File: config.mk
export PLATFORM = sky130hd
export DESIGN_NAME = fp_addsub_pipe
export DESIGN_NICKNAME = d
export VERILOG_FILES = /design/src/rtl/fp_pkg.sv /design/src/rtl/fp_lzc.sv /design/src/rtl/fp_addsub_pipe.sv
export SDC_FILE = /design/constraint.sdc
export NUM_CORES = 1
export LEC_CHECK = 0
export ABC_CLOCK_PERIOD_IN_PS = 18600
export CORE_MARGIN = 2
export CORE_UTILIZATION = 35
export CTS_CLUSTER_DIAMETER = 150
export DETAILED_ROUTE_END_ITERATION = 12
export GPL_TIMING_DRIVEN = 0
export RECOVER_POWER = 100
export SLEW_MARGIN = 20
export SYNTH_ARGS = -nofsm -noshare
export SYNTH_HDL_FRONTEND = slang
export SYNTH_SLANG_ARGS = --single-unit
File: constraint.sdc
create_clock -name clk -period 18.6 [get_ports clk]
set_clock_uncertainty 0.1 [all_clocks]
set_input_delay 2.79 -clock clk [delete_from_list [all_inputs] [get_ports clk]]
set_output_delay 2.79 -clock clk [all_outputs]
set_load 0.01 [all_outputs]
File: src/rtl/fp_pkg.sv
// Shared definitions for the pipelined FP adder: flag bit positions, operand
// classes, a classifier and the canonical quiet-NaN constructor.
package fp_pkg;
    localparam int FLG_NV = 4;
    localparam int FLG_DZ = 3;
    localparam int FLG_OF = 2;
    localparam int FLG_UF = 1;
    localparam int FLG_NX = 0;

    typedef enum logic [2:0] {
        CLS_ZERO = 3'd0,
        CLS_SUB  = 3'd1,
        CLS_NORM = 3'd2,
        CLS_INF  = 3'd3,
        CLS_QNAN = 3'd4,
        CLS_SNAN = 3'd5
    } fp_class_e;

    function automatic fp_class_e fp_classify(input logic exp_zero, input logic exp_ones,
                                              input logic frac_zero, input logic frac_msb);
        fp_class_e c;
        if (exp_ones) begin
            c = frac_zero ? CLS_INF : (frac_msb ? CLS_QNAN : CLS_SNAN);
        end else if (exp_zero) begin
            c = frac_zero ? CLS_ZERO : CLS_SUB;
        end else begin
            c = CLS_NORM;
        end
        return c;
    endfunction

    // Positive sign, all-ones exponent, fraction MSB set, rest zero.
    function automatic logic [63:0] canon_qnan(input int exp_w, input int man_w);
        return ((64'd1 << (exp_w + 1)) - 64'd1) << (man_w - 1);
    endfunction
endpackage

File: src/rtl/fp_lzc.sv
// Leading-zero counter; an all-zero input saturates the count to all ones.
module fp_lzc #(
    parameter int  WIDTH = 14,
    localparam int CW    = $clog2(WIDTH)
) (
    input  logic [WIDTH-1:0] din,
    output logic [CW-1:0]    cnt
);
    // Scan upward so the most significant set bit determines the count.
    always_comb begin
        cnt = '1;
        for (int i = 0; i < WIDTH; i++) begin
            cnt = din[i] ? CW'(WIDTH - 1 - i) : cnt;
        end
    end
endmodule

File: src/rtl/fp_addsub_pipe.sv
// Three-stage IEEE-754 add/sub with round-to-nearest-even, subnormals and a
// single global advance shared by all stages.
module fp_addsub_pipe
    import fp_pkg::*;
#(
    parameter int  EXP_W = 5,
    parameter int  MAN_W = 10,
    localparam int W     = 1 + EXP_W + MAN_W
) (
    input  logic         clk,
    input  logic         rst_n,
    input  logic         in_valid,
    output logic         in_ready,
    input  logic         op,
    input  logic [W-1:0] a,
    input  logic [W-1:0] b,
    output logic         out_valid,
    input  logic         out_ready,
    output logic [W-1:0] q,
    output logic [4:0]   flags
);
    localparam int XW = MAN_W + 4;
    localparam int CW = $clog2(XW);
    localparam int EW = EXP_W + 1;
    localparam int SW = ((CW > EXP_W) ? CW : EXP_W) + 1;
    localparam logic [EXP_W-1:0] EXP_ONES = '1;
    localparam logic [EXP_W-1:0] EXP_ONE  = {{(EXP_W-1){1'b0}}, 1'b1};
    localparam logic [EW-1:0]    EW_ONE   = {{(EW-1){1'b0}}, 1'b1};
    localparam logic [SW-1:0]    SW_ONE   = {{(SW-1){1'b0}}, 1'b1};
    localparam logic [W-1:0]     QNAN     = W'(canon_qnan(EXP_W, MAN_W));

    logic adv_s;
    assign adv_s    = !out_valid | out_ready;
    assign in_ready = adv_s;

    // ---------------- S1: unpack, classify, swap, align ----------------
    logic             sa_s, sb_s, a_ge_s, big_sign_s;
    logic [EXP_W-1:0] ea_s, eb_s, eae_s, ebe_s, big_e_s, small_e_s, diff_s;
    logic [MAN_W-1:0] fa_s, fb_s;
    logic [MAN_W:0]   ma_s, mb_s, big_m_s, small_m_s;
    logic [XW-1:0]    small_x_s, aligned_s;
    fp_class_e        cls_a_s, cls_b_s;
    logic             nan_a_s, nan_b_s, inf_a_s, inf_b_s;
    logic             spec_s, spec_nv_s;
    logic [W-1:0]     spec_q_s;

    assign sa_s    = a[W-1];
    assign sb_s    = b[W-1] ^ op;
    assign ea_s    = a[W-2:MAN_W];
    assign eb_s    = b[W-2:MAN_W];
    assign fa_s    = a[MAN_W-1:0];
    assign fb_s    = b[MAN_W-1:0];
    assign cls_a_s = fp_classify(ea_s == '0, ea_s == EXP_ONES, fa_s == '0, fa_s[MAN_W-1]);
    assign cls_b_s = fp_classify(eb_s == '0, eb_s == EXP_ONES, fb_s == '0, fb_s[MAN_W-1]);
    assign nan_a_s = (cls_a_s == CLS_QNAN) || (cls_a_s == CLS_SNAN);
    assign nan_b_s = (cls_b_s == CLS_QNAN) || (cls_b_s == CLS_SNAN);
    assign inf_a_s = (cls_a_s == CLS_INF);
    assign inf_b_s = (cls_b_s == CLS_INF);
    // Subnormals share the minimum normal exponent, hidden bit cleared.
    assign eae_s   = (ea_s == '0) ? EXP_ONE : ea_s;
    assign ebe_s   = (eb_s == '0) ? EXP_ONE : eb_s;
    assign ma_s    = {ea_s != '0, fa_s};
    assign mb_s    = {eb_s != '0, fb_s};
    assign a_ge_s  = (a[W-2:0] >= b[W-2:0]);

    // Special operands override the datapath result.
    always_comb begin
        spec_s    = 1'b0;
        spec_nv_s = 1'b0;
        spec_q_s  = '0;
        if (nan_a_s || nan_b_s) begin
            spec_s    = 1'b1;
            spec_q_s  = QNAN;
            spec_nv_s = (cls_a_s == CLS_SNAN) || (cls_b_s == CLS_SNAN);
        end else if (inf_a_s && inf_b_s && (sa_s != sb_s)) begin
            spec_s    = 1'b1;
            spec_q_s  = QNAN;
            spec_nv_s = 1'b1;
        end else if (inf_a_s) begin
            spec_s   = 1'b1;
            spec_q_s = {sa_s, EXP_ONES, {MAN_W{1'b0}}};
        end else if (inf_b_s) begin
            spec_s   = 1'b1;
            spec_q_s = {sb_s, EXP_ONES, {MAN_W{1'b0}}};
        end else begin
            spec_s = 1'b0;
        end
    end

    // Larger magnitude first; the smaller one is shifted right keeping G/R/S.
    always_comb begin
        big_e_s    = a_ge_s ? eae_s : ebe_s;
        small_e_s  = a_ge_s ? ebe_s : eae_s;
        big_m_s    = a_ge_s ? ma_s : mb_s;
        small_m_s  = a_ge_s ? mb_s : ma_s;
        big_sign_s = a_ge_s ? sa_s : sb_s;
        diff_s     = big_e_s - small_e_s;
        small_x_s  = {small_m_s, 3'b000};
        if (int'(diff_s) >= XW - 1) begin
            aligned_s = {{(XW-1){1'b0}}, |small_m_s};
        end else begin
            aligned_s = (small_x_s >> diff_s) |
                        {{(XW-1){1'b0}}, |(small_x_s & ~({XW{1'b1}} << diff_s))};
        end
    end

    logic             s1_valid_r, s1_spec_r, s1_nv_r, s1_sign_r, s1_sub_r;
    logic [W-1:0]     s1_spec_q_r;
    logic [EXP_W-1:0] s1_exp_r;
    logic [XW-1:0]    s1_big_r, s1_small_r;

    // S1 register bank.
    always_ff @(posedge clk or negedge rst_n) begin
        if (!rst_n) begin
            s1_valid_r <= 1'b0; s1_spec_r <= 1'b0; s1_nv_r <= 1'b0;
            s1_sign_r <= 1'b0; s1_sub_r <= 1'b0; s1_spec_q_r <= '0;
            s1_exp_r <= '0; s1_big_r <= '0; s1_small_r <= '0;
        end else if (adv_s) begin
            s1_valid_r <= in_valid; s1_spec_r <= spec_s; s1_nv_r <= spec_nv_s;
            s1_sign_r <= big_sign_s; s1_sub_r <= (sa_s != sb_s); s1_spec_q_r <= spec_q_s;
            s1_exp_r <= big_e_s; s1_big_r <= {big_m_s, 3'b000}; s1_small_r <= aligned_s;
        end
    end

    // ---------------- S2: add/sub magnitudes, leading zeros ----------------
    logic [XW:0]   sum_s;
    logic [CW-1:0] lz_s;

    assign sum_s = s1_sub_r ? ({1'b0, s1_big_r} - {1'b0, s1_small_r})
                            : ({1'b0, s1_big_r} + {1'b0, s1_small_r});

    fp_lzc #(.WIDTH(XW)) u_lzc (.din(sum_s[XW-1:0]), .cnt(lz_s));

    logic             s2_valid_r, s2_spec_r, s2_nv_r, s2_sign_r, s2_sub_r;
    logic [W-1:0]     s2_spec_q_r;
    logic [EXP_W-1:0] s2_exp_r;
    logic [XW:0]      s2_sum_r;
    logic [CW-1:0]    s2_lz_r;

    // S2 register bank.
    always_ff @(posedge clk or negedge rst_n) begin
        if (!rst_n) begin
            s2_valid_r <= 1'b0; s2_spec_r <= 1'b0; s2_nv_r <= 1'b0;
            s2_sign_r <= 1'b0; s2_sub_r <= 1'b0; s2_spec_q_r <= '0;
            s2_exp_r <= '0; s2_sum_r <= '0; s2_lz_r <= '0;
        end else if (adv_s) begin
            s2_valid_r <= s1_valid_r; s2_spec_r <= s1_spec_r; s2_nv_r <= s1_nv_r;
            s2_sign_r <= s1_sign_r; s2_sub_r <= s1_sub_r; s2_spec_q_r <= s1_spec_q_r;
            s2_exp_r <= s1_exp_r; s2_sum_r <= sum_s; s2_lz_r <= lz_s;
        end
    end

    // ---------------- S3: normalise, round, pack ----------------
    logic [XW-1:0]    norm_s;
    logic [EW-1:0]    exp_n_s, exp_r_s;
    logic [SW-1:0]    lim_s, sh_s;
    logic [MAN_W+1:0] mr_s;
    logic [MAN_W-1:0] frac_s;
    logic             up_s, hidden_s, nx_s, zero_s, ovf_s;
    logic [EXP_W-1:0] exp_f_s;
    logic [W-1:0]     q_s;
    logic [4:0]       flags_s;

    // Left shift is capped so the exponent never drops below 1.
    always_comb begin
        lim_s = {{(SW-EXP_W){1'b0}}, s2_exp_r} - SW_ONE;
        sh_s  = ({{(SW-CW){1'b0}}, s2_lz_r} < lim_s) ? {{(SW-CW){1'b0}}, s2_lz_r} : lim_s;
        if (s2_sum_r[XW]) begin
            norm_s  = {s2_sum_r[XW:2], s2_sum_r[1] | s2_sum_r[0]};
            exp_n_s = {1'b0, s2_exp_r} + EW_ONE;
        end else begin
            norm_s  = s2_sum_r[XW-1:0] << sh_s;
            exp_n_s = EW'({{(SW-EXP_W){1'b0}}, s2_exp_r} - sh_s);
        end
    end

    assign up_s     = norm_s[2] & (norm_s[1] | norm_s[0] | norm_s[3]);
    assign nx_s     = |norm_s[2:0];
    assign mr_s     = {1'b0, norm_s[XW-1:3]} + {{(MAN_W+1){1'b0}}, up_s};
    assign exp_r_s  = mr_s[MAN_W+1] ? (exp_n_s + EW_ONE) : exp_n_s;
    assign frac_s   = mr_s[MAN_W+1] ? mr_s[MAN_W:1] : mr_s[MAN_W-1:0];
    assign hidden_s = mr_s[MAN_W+1] | mr_s[MAN_W];
    assign exp_f_s  = hidden_s ? exp_r_s[EXP_W-1:0] : {EXP_W{1'b0}};
    assign zero_s   = (s2_sum_r == '0);
    assign ovf_s    = hidden_s && (exp_r_s >= {1'b0, EXP_ONES});

    // Result and flag selection.
    always_comb begin
        q_s             = '0;
        flags_s         = 5'b00000;
        flags_s[FLG_DZ] = 1'b0;
        if (s2_spec_r) begin
            q_s             = s2_spec_q_r;
            flags_s[FLG_NV] = s2_nv_r;
        end else if (zero_s) begin
            q_s = {(!s2_sub_r) & s2_sign_r, {(W-1){1'b0}}};
        end else if (ovf_s) begin
            q_s             = {s2_sign_r, EXP_ONES, {MAN_W{1'b0}}};
            flags_s[FLG_OF] = 1'b1;
            flags_s[FLG_NX] = 1'b1;
        end else begin
            q_s             = {s2_sign_r, exp_f_s, frac_s};
            flags_s[FLG_NX] = nx_s;
            flags_s[FLG_UF] = (exp_f_s == '0) & nx_s;
        end
    end

    // Output register; result fields only load on a valid beat.
    always_ff @(posedge clk or negedge rst_n) begin
        if (!rst_n) begin
            out_valid <= 1'b0;
            q         <= '0;
            flags     <= 5'b00000;
        end else if (adv_s) begin
            out_valid <= s2_valid_r;
            if (s2_valid_r) begin
                q     <= q_s;
                flags <= flags_s;
            end
        end
    end
endmodule

==> qor.yml <==
worst_setup_path:
  slowest_delay_ns: 0.66
  end_kind: "flip-flop"
  r2r_slack_ns: 9.30
  crit_path_max_fanout: 10
  critPathMostFrequentCell: "clkbuf_1"
  reg2regPathDepth: 25
  cp_top_family: "buffers and inverters"
  critPathArrivalTime_ns: 9.92
  crit_slowest_cell: "dlygate4sd3_1"
  cp.required_ns: 18.77
  r2r-end: "flags[2]$_DFFE_PN0P_"
  critPathBufInv: 7
  crit_path_start_kind: "primary input"
  critPathLaunch: "a[0]"
  crit_type: "primary input to flip-flop"
  r2r_start: "s2_exp_r[0]$_DFFE_PN0N_"
logic_synthesis:
  synth.ff_latch_count: 89
  synth_compound_area_share_pct: 22.9
  synthAdderAreaFrac_pct: 8.40
  synth_fp_nets: 1188
  synth_xor_area_share_pct: 3.72
  synth_top_family_by_area: "compound AO/OA/AOI/OAI gates"
  synthCells: 1093
  netlist_area_um2: 8900
  ys_seq_area_share_pct: 25.0
  synth_simple_gate_area_share_pct: 20.4
  ys.flop_type: "dfrtp_1"
  avgSynthCellArea_um2: 8.14
  async_reset_ff_share_pct: 100
  synth.distinct_cells: 91
  synth_edf_count: 0
  ys_warn_count: 0
  synth_mux_area_share_pct: 13.2
worst_hold_path:
  min_path_type: "flip-flop to flip-flop"
  whs_endpoint: "s2_sign_r$_DFFE_PN0N_"
  hold_start: "s2_sign_r$_DFFE_PN0N_"
  hold_depth: 2
timing:
  hold_violations: 0
  tightest_slew_ns: 4.22
  setup_viol: 0
  final_max_slew_viol_count: 79
  slew_headroom_pct: -182
  fin_crit_sh_pct: 52.4
  layout_setup_ws_ns: 8.85
  fmax_mhz: 103
  finalCriticalPeriod_ns: 9.75
  hold_slack_ns: 0.373
  setup_tns_ns: 0
  grt_setup_unrepaired: "false"
cts:
  clock_latency_ns: 0.35
  cts_buffer_depth: 2
  cts.clk_slew.worst_paths_ns: 0.08
  cts_made_buffers: 9
  cts_resized: 0
  cts_sinks: 89
  post_cts_buffers: 0
  cts.hold.buffers_added: 0
  cts_root_buffer: "clkbuf_16"
  htreeDepth: 3
  cts_tree: "done"
detailed_routing:
  drt_iter0_markers: 614
  firstDrtPassIters: 5
  vias_per_cell: 5.77
  remaining_drc_errors: 0
  wl_per_cell_um: 19.0
  finalWirelength_mm: 28.5
  ant_nets: 0
  vias: 8641
layout:
  area_growth_syn_to_layout_pct: 13.9
  antenna_cells: 0
  drive_gt1_share_pct: 6.51
  final_nets: 1258
  final.fill_count: 2652
  seqCellArea_um2: 2230
  multiInputGateArea_um2: 6060
grt:
  track_usage_pct: 21.6
  grt_pass1_wl_mm: 45.8
  grt_overflow: 0
  grt_max_degree: 79
  antenna_found_initial: 0
  first_global_vias: 8508
floorplan:
  initial_core_util_pct: 35.5
  pin_count: 60
  rows: 58
  die_y_um: 163
  die_w_um: 163
  die_area_um2: 26700
  core_um2: 25100
placed_design:
  io_buffers: 58
  hpwl_mm: 22.0
  pre_cts_slack_ns: 8.58
  gp_congestion: 0.942
outcome:
  violations: "capacitance limit, slew limit"
  status: "complete, but fails checks"
pwr:
  p_leak_nw: 4.27
  power_density_nw_per_um2: 191
  max-vdd-ir-drop_mv: 0.0839
job:
  cap_violations: 1
-- worst max path at each step --
| stage | to | cells after the start | slack (ns) |
|---|---|---|---|
| 2_1_floorplan | s1_small_r[0]$_DFFE_PN0N_ | 25 | 10.59 |
| 3_3_place_gp | s1_small_r[12]$_DFFE_PN0N_ | 22 | 8.62 |
| 3_5_place_dp | s1_small_r[12]$_DFFE_PN0N_ | 26 | 8.58 |
| 4_1_cts | s1_small_r[12]$_DFFE_PN0N_ | 26 | 8.94 |
| 5_1_grt | s1_small_r[12]$_DFFE_PN0N_ | 26 | 8.33 |
| 6_report | s1_small_r[12]$_DFFE_PN0N_ | 26 | 8.85 |
-- layer usage --
layer  up-vias  global-route usage [%]  wire length (um)
met5         -                       0                 0
met4         0                    8.29               903
met3        62                    2.34              1300
met2       257                    35.4             13300
met1      4192                    29.2             13000
li1       4130                       -                 -
-- worst min-delay path, delay by kind of cell (launching register included) --
kind             cells  cell delay (ns)
DFF                  1             0.34
and+or+nand+nor      2             0.10
-- per-stage QoR --
step / instance area [um2] / utilization (%) / cells / power, mW
3_3_place_gp: 9900 / 39.4 / 1481 / 1.76
2_1_floorplan: 8900 / - / 1093 / 1.37
6_report: 10100 / 40.4 / 1498 / 1.94
3_5_place_dp: 9920 / 39.5 / 1482 / 1.76
4_1_cts: 10200 / 40.7 / 1498 / 1.96
5_1_grt: 10100 / 40.4 / 1498 / 2.10
-- cell type report --
cell class / instances / area share, %
Buffer: 73 / 3.04
Clock buffer: 9 / 2.22
Clock inverter: 7 / 0.802
Inverter: 66 / 2.44
Multi-Input combinational cell: 865 / 59.8
Sequential cell: 89 / 22.0
Tap cell: 330 / 4.07
Timing Repair Buffer: 59 / 5.70
-- cells in the mapped netlist, types with 23 or more instances --
| cell type | n | area, um2 |
|---|---|---|
| a21oi_1 | 66 | 330 |
| clkbuf_1 | 43 | 161 |
| dfrtp_1 | 89 | 2230 |
| ha_1 | 55 | 688 |
| inv_1 | 64 | 240 |
| mux2i_1 | 53 | 531 |
| mux4_2 | 23 | 518 |
| nand2_1 | 141 | 529 |
| nand3_1 | 24 | 120 |
| nor2_1 | 81 | 304 |
| nor3_1 | 26 | 130 |
| o21ai_0 | 78 | 390 |
| xnor2_1 | 25 | 219 |
-- logic make-up (layout without fill, tap and decap cells) --
| logic type | after synthesis | in the layout |
|---|---|---|
| simple gates | 376 | 376 |
| compound gates | 306 | 306 |
| buf+inv | 139 | 214 |
| flops | 89 | 89 |
| mux | 87 | 87 |
| fa+ha+maj | 58 | 58 |
| xor+xnor | 37 | 37 |
| other cells | 1 | 1 |
-- flip-flops by register name, summed over array words and instances (netlist names), 3 cells and up --
register and flops:
q 16, s2_sum_r 15, s1_small_r 14, s1_big_r 11
s1_exp_r 5, s2_exp_r 5, flags 4, s2_lz_r 4
s1_spec_q_r 3, s2_spec_q_r 3
-- cells in the final DEF (no fill, tap or decap), types with 13 or more instances in the layout --
master / synthesis / routed
a21oi_1: 66 / 66
a22oi_1: 13 / 13
a31oi_1: 15 / 15
clkbuf_1: 43 / 55
clkdlybuf4s50_1: 0 / 32
dfrtp_1: 89 / 89
dlygate4sd3_1: 0 / 25
ha_1: 55 / 55
inv_1: 64 / 64
mux2i_1: 53 / 53
mux4_2: 23 / 23
nand2_1: 141 / 141
nand3_1: 24 / 24
nor2_1: 81 / 82
nor2b_1: 13 / 13
nor3_1: 26 / 26
o21ai_0: 78 / 82
o31ai_1: 15 / 15
xnor2_1: 25 / 25
-- report_power, final --
part           internal (mW)  switching [mW]  total (mW)
Clock                 0.0962          0.0928       0.189
Sequential             0.263          0.0538       0.317
Combinational          0.545           0.888        1.43
Power figures use the tool's default switching activity.
